===== src/rtl/word_narrow_32t16_pkg.sv =====
// Shared datapath definitions for the 32->16 narrowing converter:
// FSM state encoding and word/halfword widths.
package word_narrow_32t16_pkg;

   localparam int HALF_W = 16;
   localparam int WORD_W = 32;

   typedef logic [1:0] state_t;

   localparam state_t ST_EMPTY = 2'd0;
   localparam state_t ST_LO    = 2'd1;
   localparam state_t ST_HI    = 2'd2;

endpackage


===== src/rtl/word_narrow_32t16.sv =====
// Narrows 32-bit words to 16-bit halfwords (SPLIT: low then high, TRUNC: low only).
// Optional feature macro ZERO_HI_SKIP_EN: SPLIT words with a zero upper half emit one beat.
module word_narrow_32t16
   import word_narrow_32t16_pkg::*;
#(
   parameter int CNT_W = 16
) (
   input  logic              clk,
   input  logic              rst_n,
   input  logic              in_valid,
   output logic              in_ready,
   input  logic [WORD_W-1:0] in_data,
   input  logic              in_split,
   output logic              out_valid,
   input  logic              out_ready,
   output logic [HALF_W-1:0] out_data,
   output logic              out_hi,
   output logic              out_last,
   output logic              out_trunc_loss,
   output logic [CNT_W-1:0]  words_done
);

   state_t            state_q;
   state_t            state_d;
   logic [WORD_W-1:0] buf_q;
   logic              split_q;
   logic              split_eff;
   logic              in_xfer;
   logic              out_xfer;

   assign in_xfer  = in_valid & in_ready;
   assign out_xfer = out_valid & out_ready;

   // A SPLIT word whose upper half is zero is stored as a single-beat word.
`ifdef ZERO_HI_SKIP_EN
   assign split_eff = in_split & (in_data[WORD_W-1:HALF_W] != '0);
`else
   assign split_eff = in_split;
`endif

   // Accept a new word when idle, or in the same cycle the final beat leaves.
   assign in_ready = rst_n & ((state_q == ST_EMPTY) | (out_xfer & out_last));

   // NOTE: sequential state uses non-blocking assignments so every flop samples pre-edge values.
   always_ff @(posedge clk or negedge rst_n) begin
      if (!rst_n) begin
         state_q <= ST_EMPTY;
         split_q <= 1'b0;
      end else begin
         state_q <= state_d;
         if (in_xfer) begin
            split_q <= split_eff;
         end
      end
   end

   // NOTE: the data buffer needs no reset; every output derived from it is gated by state.
   always_ff @(posedge clk) begin
      if (in_xfer) begin
         buf_q <= in_data;
      end
   end

   // NOTE: default assignment first so no path through the case infers a latch.
   always_comb begin
      state_d = state_q;
      unique case (state_q)
         ST_EMPTY: begin
            if (in_xfer) state_d = ST_LO;
         end
         ST_LO: begin
            if (out_xfer) begin
               if (split_q)      state_d = ST_HI;
               else if (in_xfer) state_d = ST_LO;
               else              state_d = ST_EMPTY;
            end
         end
         ST_HI: begin
            if (out_xfer) state_d = in_xfer ? ST_LO : ST_EMPTY;
         end
         default: state_d = ST_EMPTY;
      endcase
   end

   always_comb begin
      out_valid      = 1'b0;
      out_data       = '0;
      out_hi         = 1'b0;
      out_last       = 1'b0;
      out_trunc_loss = 1'b0;
      unique case (state_q)
         ST_LO: begin
            out_valid      = 1'b1;
            out_data       = buf_q[HALF_W-1:0];
            out_last       = ~split_q;
            out_trunc_loss = ~split_q & (buf_q[WORD_W-1:HALF_W] != '0);
         end
         ST_HI: begin
            out_valid = 1'b1;
            out_data  = buf_q[WORD_W-1:HALF_W];
            out_hi    = 1'b1;
            out_last  = 1'b1;
         end
         default: ;
      endcase
   end

   // Completed-word counter, wraps naturally at 2**CNT_W.
   always_ff @(posedge clk or negedge rst_n) begin
      if (!rst_n) begin
         words_done <= '0;
      end else if (out_xfer & out_last) begin
         words_done <= words_done + CNT_W'(1);
      end
   end

endmodule


===== config.mk =====
export PLATFORM = sky130hd
export DESIGN_NAME = word_narrow_32t16
export DESIGN_NICKNAME = d
export VERILOG_FILES = /design/src/rtl/word_narrow_32t16_pkg.sv /design/src/rtl/word_narrow_32t16.sv
export SDC_FILE = /design/constraint.sdc
export NUM_CORES = 1
export LEC_CHECK = 0
export BUFFER_PORTS_ARGS = -buffer_cell sky130_fd_sc_hd__buf_2
export CAP_MARGIN = 20
export CORE_ASPECT_RATIO = 2
export CORE_MARGIN = 2
export CORE_UTILIZATION = 40
export DETAILED_ROUTE_END_ITERATION = 10
export PLACE_DENSITY = 0.7
export RECOVER_POWER = 100
export SLEW_MARGIN = 20
export SYNTH_ARGS = -nofsm -noshare
export SYNTH_HDL_FRONTEND = slang
export SYNTH_SLANG_ARGS = --single-unit

===== constraint.sdc =====
create_clock -name clk -period 5 [get_ports clk]
set_input_delay 0 -clock clk [delete_from_list [all_inputs] [get_ports clk]]
set_output_delay 0 -clock clk [all_outputs]
set_load 0.005 [all_outputs]

Yosys cells after proc, flatten, opt, wreduce, memory -nomap -nowiden

Index checks and enable logic that the tools add are counted.

Mux-type cells: 11
$add $sub $neg: 1
Reduce and logical (&&, ||, !) cells: 4
Bitwise logic cells: 7
Equality and inequality tests: 5

Operator list:

| operator                                                              | count |
|---|---|
| 16-bit one-hot mux with 2 select lines                                | 1 |
| 16-bit by 1-bit adder with 16-bit output, second input constant       | 1 |
| 16-bit nonzero test                                                   | 1 |
| 2-bit 2-to-1 mux                                                      | 4 |
| 2-bit inequality test, second input constant                          | 3 |
| 2-bit one-hot mux with 3 select lines                                 | 1 |
| 1-bit bitwise AND                                                     | 5 |
| 1-bit 2-to-1 mux                                                      | 4 |
| 3-bit AND reduction                                                   | 1 |
| 2-bit by 1-bit equality test with 1-bit output, second input constant | 1 |
| 2-bit equality test, second input constant                            | 1 |
| 2-bit logical NOT                                                     | 1 |
| 1-bit one-hot mux with 2 select lines                                 | 1 |
| 2-bit OR reduction                                                    | 1 |
| 1-bit NOT                                                             | 1 |
| 1-bit bitwise OR                                                      | 1 |

Logic and storage cells: 32
Output and inout bits: 37
Input port bits: 37
Register bits: 51

Longest topological paths before layout

Gate-level depths: netlist of the first run.

Depth after elaboration: 12
Mapped depth: 7
Gate-level depth less buffers: 6

Least setup slack after synthesis of the first run

Ideal clock, no wire load.

Path kind: reg-to-reg
Start: reg state_q[0]
End: reg buf_q[0], enable pin
Setup slack: 2,708 ps
Setup time: 387 ps
Stages on the path, launching flop included: 7
Arrival: 1,906 ps
Clock period less this slack: 2,292 ps
Data required time: 4,613 ps
Path buffers: 1
Cell sequence: dfrtp_1 inv_1 ha_1 buf_2 a21boi_2 a32oi_1 inv_1

Cells in the longest elaborated chain, start to end: 8
Elaborated cells between the ends (all ways): 11
Those cells by class: eq/ne: 2; mux: 2; bitwise: 5; reduce/logical: 2

RTL lines:

| element                                                                               | RTL line                | source |
|---|---|---|
| start, declared                                                                       | word_narrow_32t16.sv:23 | `state_t state_q;` |
| start signal, assigned                                                                | word_narrow_32t16.sv:50 | `state_q <= state_d;` |
| 2-bit by 1-bit equality test with 1-bit output or 2-bit equality test (tied branches) | word_narrow_32t16.sv:91 | `unique case (state_q)` |
| 2-bit OR reduction (no source line) *                                                 | n/a                     |  |
| 1-bit 2-to-1 mux *                                                                    | word_narrow_32t16.sv:91 |  |
| via out_valid                                                                         | word_narrow_32t16.sv:14 | `output logic out_valid,` |
| 1-bit bitwise AND *                                                                   | word_narrow_32t16.sv:32 | `assign out_xfer = out_valid & out_ready;` |
| 1-bit bitwise AND *                                                                   | word_narrow_32t16.sv:42 | `assign in_ready = rst_n & ((state_q == ST_EMPTY) \| (out_xfer & out_last));` |
| 1-bit bitwise OR *                                                                    | word_narrow_32t16.sv:42 |  |
| 1-bit bitwise AND *                                                                   | word_narrow_32t16.sv:42 |  |
| 1-bit bitwise AND *                                                                   | word_narrow_32t16.sv:31 | `assign in_xfer = in_valid & in_ready;` |
| via in_xfer                                                                           | word_narrow_32t16.sv:28 | `logic in_xfer;` |
| end signal, assigned                                                                  | word_narrow_32t16.sv:60 | `buf_q <= in_data;` |
| end, declared                                                                         | word_narrow_32t16.sv:25 | `logic [WORD_W-1:0] buf_q;` |

The timed path passes the listed nets; every way through them passes the cells marked *.
A chain may end at the register's enable or synchronous reset.

Worst setup path after layout of the first run

Start: reg state_q[1]
End: reg words_done[12]

Cells in the longest elaborated chain, start to end: 5
Elaborated cells between the ends (all ways): 7
Those cells by class: eq/ne: 2; mux: 2; bitwise: 2; reduce/logical: 1

RTL lines:

| element                                                                               | RTL line                 | source |
|---|---|---|
| 2-bit by 1-bit equality test with 1-bit output or 2-bit equality test (tied branches) | word_narrow_32t16.sv:91  |  |
| 2-bit OR reduction (no source line)                                                   | n/a                      |  |
| 1-bit 2-to-1 mux                                                                      | word_narrow_32t16.sv:91  |  |
| 1-bit bitwise AND                                                                     | word_narrow_32t16.sv:32  |  |
| 1-bit bitwise AND *                                                                   | word_narrow_32t16.sv:112 | `end else if (out_xfer & out_last) begin` |
| end signal, assigned                                                                  | word_narrow_32t16.sv:113 | `words_done <= words_done + CNT_W'(1);` |
| end, declared                                                                         | word_narrow_32t16.sv:20  | `output logic [CNT_W-1:0] words_done` |

Every way passes the cells marked *; elsewhere a longest branch is shown, timed or not.

==> impl_metrics.tcl, run 1 <==
set metrics [dict create \
    ys_types 35 \
    yosys_warnings 0 \
    comb_power_share 0.301 \
    yosysSeqAreaShare 0.6435 \
    crit_chain "inv_1 -> ha_1 -> nand2b_1 -> a2111oi_0 -> nand3_1 -> xnor2_1" \
    cts_resized 0 \
    ant_nets 0 \
    nets 310 \
    grt_max_degree 33 \
    post-route-util 0.5609 \
    end_kind "flip-flop" \
    num_io_pins 74 \
    drv_cap 0 \
    syn_to_final_growth_pct 36.21 \
    design_area_um2 3040 \
    track_usage 0.1663 \
    cts.reportedPaths.clkPinSlew_ns 0.09 \
    worst_ep_arrival_time_ns 3.28 \
    cpMaxStageDelayCell "a2111oi_0" \
    synth-edff-count 32 \
    synth_seq_cells 51 \
    power.density_nw_per_um2 366.0 \
    path_buf_inv 1 \
    drv_slew 0 \
    cp_top_family "compound AO/OA/AOI/OAI gates" \
    grt_pass1_vias 1715 \
    intPower_mw 0.7696 \
    cts_root_buffer "clkbuf_8" \
    fmax_mhz 322.5 \
    final_common_cell "buf_2" \
    worst_pin_slew_ns 1.210 \
    hold_viol 0 \
    max-clock-path-buffers 2 \
    pwr-share-seq 0.497 \
    die_w_um 56.82 \
    crit_required_ns 5.18 \
    design.die.area_um2 6230 \
    final_cell_mix "buf_2 (43), dlygate4sd3_1 (34), edfxtp_1 (32)" \
    cts_hold_buffers 34 \
    worst_slack_ns 1.899 \
    placementRows 38 \
    diodes 0 \
    cp_slowest_stage_delay_ns 1.12 \
    power_leakage_nw 1.198 \
    met2_usage 0.3198 \
    insertion_delay_ns 0.30 \
    slew_headroom 0.1722 \
    status "finished clean" \
    p_switching_mw 0.3433 \
    async_reset_ff_frac 0.3725 \
    synth_flop_cell "edfxtp_1" \
    drtPass1Iterations 4 \
    grt_util_met3 0.03647 \
    gr-usage-met1 0.1695 \
    clock_power_share 0.201 \
    min_path_type "input port to flip-flop" \
    netlist_instances 159 \
    wl_per_cell_um 15.84 \
    io_buffers 73 \
    cts_tree "yes" \
    finClkSkew_ns 0.003771 \
    synthesis.nets 201 \
    period_needed_ns 3.101 \
    post_cts_buffers 0 \
    final.period_utilization 0.6202 \
    finalSetupViolations 0 \
    dp_hpwl_um 3598 \
    cts_made_buffers 5 \
    core-area_um2 5420 \
    die_h_um 109.6 \
    cp_max_fo 20 \
    start_util 0.4118 \
    wirelength_um 5213 \
    globalplace.congestion 0.7150 \
    grt_pass1_wl_um 7810 \
    irDropWorstVdd_mv 0.2900 \
    p_sw_frac 0.3084 \
    setup_tns_ns 0 \
    final_layout_size_suffix_gt1_frac 0.2342 \
    syn_area_per_cell_um2 14.04 \
    grt_busiest_layer "met2" \
    crit_type "flip-flop to flip-flop" \
    placed_area_um2 2646 \
    drcViolationCount 0 \
    syn_area_um2 2232 \
    num_vias 1657 \
    rsz0062_at_grt "no" \
    antenna_found_initial 0 \
    routed_via_density 5.036 \
    cts_max_level 2 \
    hold_slack_ns 0.04306 \
    place_ws_ns 1.962 \
    cts_sinks 51 \
    start_kind "flip-flop" \
    grt.overflow.total 0 \
    drt_iter0_markers 69 \
]
final cells by class:
| cell class | count | area (um^2) |
|---|---|---|
| Timing Repair Buffer | 108 | 704.4 |
| Clock buffer | 6 | 72.57 |
| Multi-Input combinational cell | 97 | 720.7 |
| Clock inverter | 2 | 12.51 |
| Inverter | 5 | 18.77 |
| Fill cell | 503 | 2380 |
| Sequential cell | 51 | 1436 |
| Tap cell | 60 | 75.07 |
through the flow:
step                      cells  power (mW)
after detailed placement    286      0.8911
after global placement      286      0.8777
after floorplan             159      0.7720
after CTS                   328       1.136
after global routing        329       1.174
final                       329       1.113
flip-flops by register name, summed over array words and instances, names as in the netlist:
name / cells
split_q: 1
state_q: 2
buf_q: 32
words_done: 16
power groups by stage:
stage          sequential, mW  clock (mW)  combinational [mW]
2_1_floorplan           0.554           0               0.218
3_3_place_gp            0.561           0               0.316
3_5_place_dp            0.565           0               0.326
4_1_cts                 0.556       0.233               0.347
5_1_grt                 0.560       0.249               0.365
6_report                0.554       0.224               0.335
routing by layer:
metal  share of wire  wire (um)
met5               0          0
met2            0.56       2939
met1            0.36       1857
met4           0.024        127
met3           0.055        288
synth_stat cells, drive strengths merged (3+ instances only):
master / count / area, um^2
edfxtp: 32 / 960.9
dfrtp: 19 / 475.5
nor2b: 17 / 106.4
a22oi: 16 / 120.1
xnor2: 12 / 105.1
nand2: 9 / 33.78
buf: 5 / 22.52
ha: 5 / 62.56
inv: 5 / 18.76
nand3: 5 / 35.03
nor4: 4 / 25.02
a21oi: 3 / 15.01
nand4: 3 / 18.77
xor2: 3 / 26.28
worst reg2reg max path: stages, from the launching register on:
cell	delay, ns
dfrtp_1	0.40
inv_1	0.11
ha_1	0.62
nand2b_1	0.34
a2111oi_0	1.12
nand3_1	0.21
xnor2_1	0.19
final timing paths:
kind	startpoint	end	slack (ns)	cells past startpoint
worst max-delay path	state_q[1]	words_done[12]	1.90	6
worst min-delay path	out_ready	words_done[0]	0.04	3
worst max register to register	state_q[1]	words_done[12]	1.90	6
worst min register to register	words_done[15]	words_done[15]	0.49	1
max in group asynchronous	rst_n	state_q[1]	3.88	2
min in group asynchronous	rst_n	words_done[4]	0.44	2
kinds of logic (layout without fill, tap and decap cells):
logic type,after synthesis,count (layout),synth area share
AO/OA/AOI/OAI,27,27,0.1082
XOR/XNOR,15,15,0.05886
adder cells (fa/ha/maj),5,5,0.02803
buffers and inverters,11,121,0.02017
flip-flops,51,51,0.6435
multiplexers,3,3,0.01457
AND/OR/NAND/NOR,47,47,0.1267
Note: power is estimated with default switching activity, not from simulation.
==> run 2: changes to the inputs <==
- PLACE_DENSITY: 0.7 -> 0.72
- clock period: 5 -> 2.8 ns (I/O delays scaled with it)
==> impl_metrics.tcl, run 2 (synthesized netlist as in run 1, its figures left out) <==
set metrics [dict create \
    cts_tree "yes" \
    placed_area_um2 2676 \
    finalSetupViolations 0 \
    min_path_type "input port to flip-flop" \
    die_h_um 109.6 \
    drtPass1Iterations 4 \
    cpMaxStageDelayCell "clkbuf_1" \
    crit_type "flip-flop to flip-flop" \
    antenna_found_initial 0 \
    cp_top_family "buffers and inverters" \
    setup_tns_ns 0 \
    final.period_utilization 0.7690 \
    cp_slowest_stage_delay_ns 0.57 \
    power_leakage_nw 1.249 \
    grt_pass1_vias 1692 \
    wirelength_um 4909 \
    track_usage 0.1687 \
    dp_hpwl_um 3530 \
    num_io_pins 74 \
    fmax_mhz 464.4 \
    final_common_cell "buf_2" \
    num_vias 1639 \
    power.density_nw_per_um2 679.1 \
    crit_required_ns 3.02 \
    cts_max_level 2 \
    cts_root_buffer "clkbuf_8" \
    cts.reportedPaths.clkPinSlew_ns 0.08 \
    ant_nets 0 \
    design_area_um2 3093 \
    largest_reg_flops 32 \
    nets 313 \
    path_buf_inv 2 \
    drv_slew 0 \
    finClkSkew_ns 0.003107 \
    diodes 0 \
    final_layout_size_suffix_gt1_frac 0.2647 \
    grt.overflow.total 0 \
    worst_pin_slew_ns 0.8369 \
    drt_iter0_markers 49 \
    period_needed_ns 2.153 \
    rsz0062_at_grt "no" \
    cts_made_buffers 5 \
    start_util 0.4118 \
    die_w_um 56.82 \
    io_buffers 73 \
    hold_viol 0 \
    placementRows 38 \
    wl_per_cell_um 14.79 \
    max-clock-path-buffers 2 \
    cp_max_fo 18 \
    largest-register "buf_q" \
    core-area_um2 5420 \
    insertion_delay_ns 0.30 \
    routed_via_density 4.937 \
    grt_pass1_wl_um 7866 \
    final_cell_mix "buf_2 (49), dlygate4sd3_1 (34), edfxtp_1 (32)" \
    end_kind "flip-flop" \
    top_regs "buf_q: 32 flops, words_done: 16 flops, state_q: 2 flops" \
    syn_to_final_growth_pct 38.57 \
    cts_sinks 51 \
    irDropWorstVdd_mv 0.6229 \
    drv_cap 0 \
    design.die.area_um2 6230 \
    worst_ep_arrival_time_ns 2.38 \
    grt_max_degree 33 \
    slew_headroom 0.4421 \
    start_kind "flip-flop" \
    globalplace.congestion 0.7559 \
    drcViolationCount 0 \
    status "finished clean" \
    crit_chain "inv_1 -> ha_1 -> clkbuf_1 -> o22ai_1 -> a21oi_1 -> mux2i_1" \
]
## run 2: per-layer routing
| metal | wire, um | global-route usage | vias to the layer above |
|---|---|---|---|
| met2 | 2777 | 0.3098 | 57 |
| met4 | 131 | 0.08306 | 0 |
| met3 | 245 | 0.03529 | 8 |
| li1 | - | - | 812 |
| met5 | 0 | 0 | - |
| met1 | 1755 | 0.1797 | 762 |
## run 2: power by group
group / switching [mW] / internal, mW
Combinational: 0.324 / 0.280
Clock: 0.223 / 0.289
Sequential: 0.0636 / 0.921
Total: 0.611 / 1.49
## run 2: area by class of cell
class                      count  area, um^2
clock buffer                   6       82.58
clock inverter                 2       35.03
fill                         481        2327
inverter                       5       18.77
multi-input combinational     97       738.2
sequential                    51        1436
tap                           60       75.07
timing repair buffer         111       706.9
## run 2: worst reg2reg max path, delay by kind of cell (launching register included)
family	cells	cell delay [ns]
buffers and inverters	2	0.66
AO/OA/AOI/OAI	2	0.47
flip-flops	1	0.40
adder cells (fa/ha/maj)	1	0.33
multiplexers	1	0.23
## run 2: final timing paths
kind | slack, ns | start | cells after the start | endpoint
worst max-delay path | 0.65 | state_q[0] | 6 | state_q[1]
worst min-delay path | 0.04 | out_ready | 3 | words_done[0]
worst max register to register | 0.65 | state_q[0] | 6 | state_q[1]
worst min register to register | 0.49 | words_done[15] | 1 | words_done[15]
max in group asynchronous | 2.27 | rst_n | 2 | split_q
min in group asynchronous | 0.20 | rst_n | 2 | words_done[4]
## run 2: per-stage QoR
stage	setup slack [ns]	util	hold slack, ns	std cells	power (mW)
2_1_floorplan	0.5077	-	-0.2956	159	1.379
3_3_place_gp	0.8745	0.4938	-0.02304	290	1.597
3_5_place_dp	0.7784	0.4938	-0.02503	290	1.613
4_1_cts	0.7722	0.5783	0.02835	332	2.166
5_1_grt	0.3685	0.5706	0.06349	332	2.240
6_report	0.6469	0.5706	0.04067	332	2.101
## run 2: timing repair
action / 4_1_cts / 5_1_grt
resized for setup: 0 / 0
hold buffers: 34 / 0
hold endpoints to repair: 52 / 0
setup buffers: 0 / 0
==> run 3: changes to the inputs <==
- clock period: 2.8 -> 1.9 ns (I/O delays scaled with it)
==> impl_metrics.tcl, run 3 (synthesized netlist as in run 1, its figures left out) <==
set metrics [dict create \
    status "finished clean" \
    endpoint "buf_q[26]" \
    setup_tns_ns 0 \
    final_cell_mix "buf_2 (48), dlygate4sd3_1 (34), edfxtp_1 (32)" \
    startpoint "state_q[1]" \
    placed_area_um2 2740 \
    met2_usage 0.3198 \
    design_area_um2 3159 \
    die_h_um 109.6 \
    wirelength_um 4900 \
    ant_nets 0 \
    worst_pin_slew_ns 0.4101 \
    cts_root_buffer "clkbuf_8" \
    gr-usage-met1 0.1853 \
    drt_iter0_markers 40 \
    grt_max_degree 33 \
    grt_util_met3 0.03765 \
    grt.overflow.total 0 \
    slew_headroom 0.7266 \
    insertion_delay_ns 0.30 \
    power.density_nw_per_um2 979.1 \
    syn_to_final_growth_pct 41.54 \
    place_inst 292 \
    cts.reportedPaths.clkPinSlew_ns 0.08 \
    min_path_type "input port to flip-flop" \
    crit_type "flip-flop to flip-flop" \
    hold_viol 0 \
    nets 315 \
    largest_reg_flops 32 \
    track_usage 0.1752 \
    final.period_utilization 0.9401 \
    wl_per_cell_um 14.67 \
    grt_pass1_wl_um 8176 \
    holdCritStartpoint "out_ready" \
    num_vias 1694 \
    largest-register "buf_q" \
    fmax_mhz 559.8 \
    die_w_um 56.82 \
    cp_max_fo 32 \
    finalSetupViolations 0 \
    routed_via_density 5.072 \
    cts_tree "yes" \
    post-route-util 0.5829 \
    ff2ff_setup_slack_ns 0.11 \
    globalplace.congestion 0.7744 \
    cts_made_buffers 5 \
    grt_pass1_vias 1754 \
    antenna_found_initial 0 \
    dp_hpwl_um 3616 \
    start_kind "flip-flop" \
    crit_required_ns 1.90 \
    max-clock-path-buffers 2 \
    final_common_cell "buf_2" \
    num_io_pins 74 \
    drv_cap 0 \
    final_layout_size_suffix_gt1_frac 0.2956 \
    final_cells 334 \
    drcViolationCount 0 \
    design.die.area_um2 6230 \
    start_util 0.4118 \
    power_leakage_nw 1.248 \
    drtPass1Iterations 4 \
    rsz0062_at_grt "no" \
    drv_slew 0 \
    diodes 0 \
    cts_max_level 2 \
    core-area_um2 5420 \
    p_total_mw 3.093 \
    cts_sinks 51 \
    irDropWorstVdd_mv 0.7295 \
    r2r_cells 7 \
    top_regs "buf_q: 32 flops, words_done: 16 flops, state_q: 2 flops" \
    placementRows 38 \
    end_kind "flip-flop" \
    grt_busiest_layer "met2" \
    post_cts_buffers 0 \
    timing.rr.end "buf_q[26]" \
    r2r_start "state_q[1]" \
    io_buffers 73 \
    worst_ep_arrival_time_ns 1.78 \
    period_needed_ns 1.786 \
    finClkSkew_ns 0.004620 \
]
run 3: changes by cell type in the layout (fill, tap and decap cells not counted), moves of 2 or more:
cell        before  now
clkinvlp_4       0    2
ha_1             5    3
buf_4            2    5
inv_1            4    1
run 3: layout make-up:
type	instances	area [um^2]
Inverter	5	27.53
Clock inverter	2	11.26
Clock buffer	6	82.58
Tap cell	60	75.07
Sequential cell	51	1436
Multi-Input combinational cell	97	792.0
Timing Repair Buffer	113	734.5
Fill cell	476	2261
run 3: worst min path at each step:
stage	endpoint	slack, ns	cells after the start
finish	words_done[0]	0.05	3
global placement	state_q[0]	-0.17	1
global route	words_done[0]	0.06	3
detailed placement	state_q[0]	-0.17	1
CTS	state_q[0]	0.03	2
floorplan	split_q	-0.30	0
run 3: repair_timing:
| item | 4_1_cts | 5_1_grt |
|---|---|---|
| resized for setup | 0 | 2 |
| setup endpoints to repair | 0 | 37 |
| hold buffers | 34 | 0 |
| hold endpoints to repair | 52 | 0 |
run 3: power by group:
group          total, mW  switching (mW)  internal (mW)
clock network      0.627           0.336          0.291
logic               1.01           0.510          0.503
registers           1.45          0.0975           1.36
run 3: critical path: stages, from the launching register on:
cell	delay, ns
dfrtp_1	0.41
inv_2	0.10
ha_2	0.21
nand2b_4	0.11
a21boi_4	0.21
a32oi_4	0.09
clkinvlp_4	0.11
buf_8	0.23
run 3: layer usage:
layer | vias up | share of wire | routed length [um]
li1 | 821 | - | -
met1 | 805 | 0.36 | 1782
met2 | 60 | 0.55 | 2716
met3 | 8 | 0.056 | 276
met4 | 0 | 0.025 | 124
met5 | - | 0 | 0
run 3: stage by stage:
step	worst slack, ns	hold slack, ns
2_1_floorplan	-0.2116	-0.2956
3_3_place_gp	0.1333	-0.1676
3_5_place_dp	0.08097	-0.1723
4_1_cts	0.06607	0.02716
5_1_grt	0.01389	0.06470
6_report	0.1138	0.04858
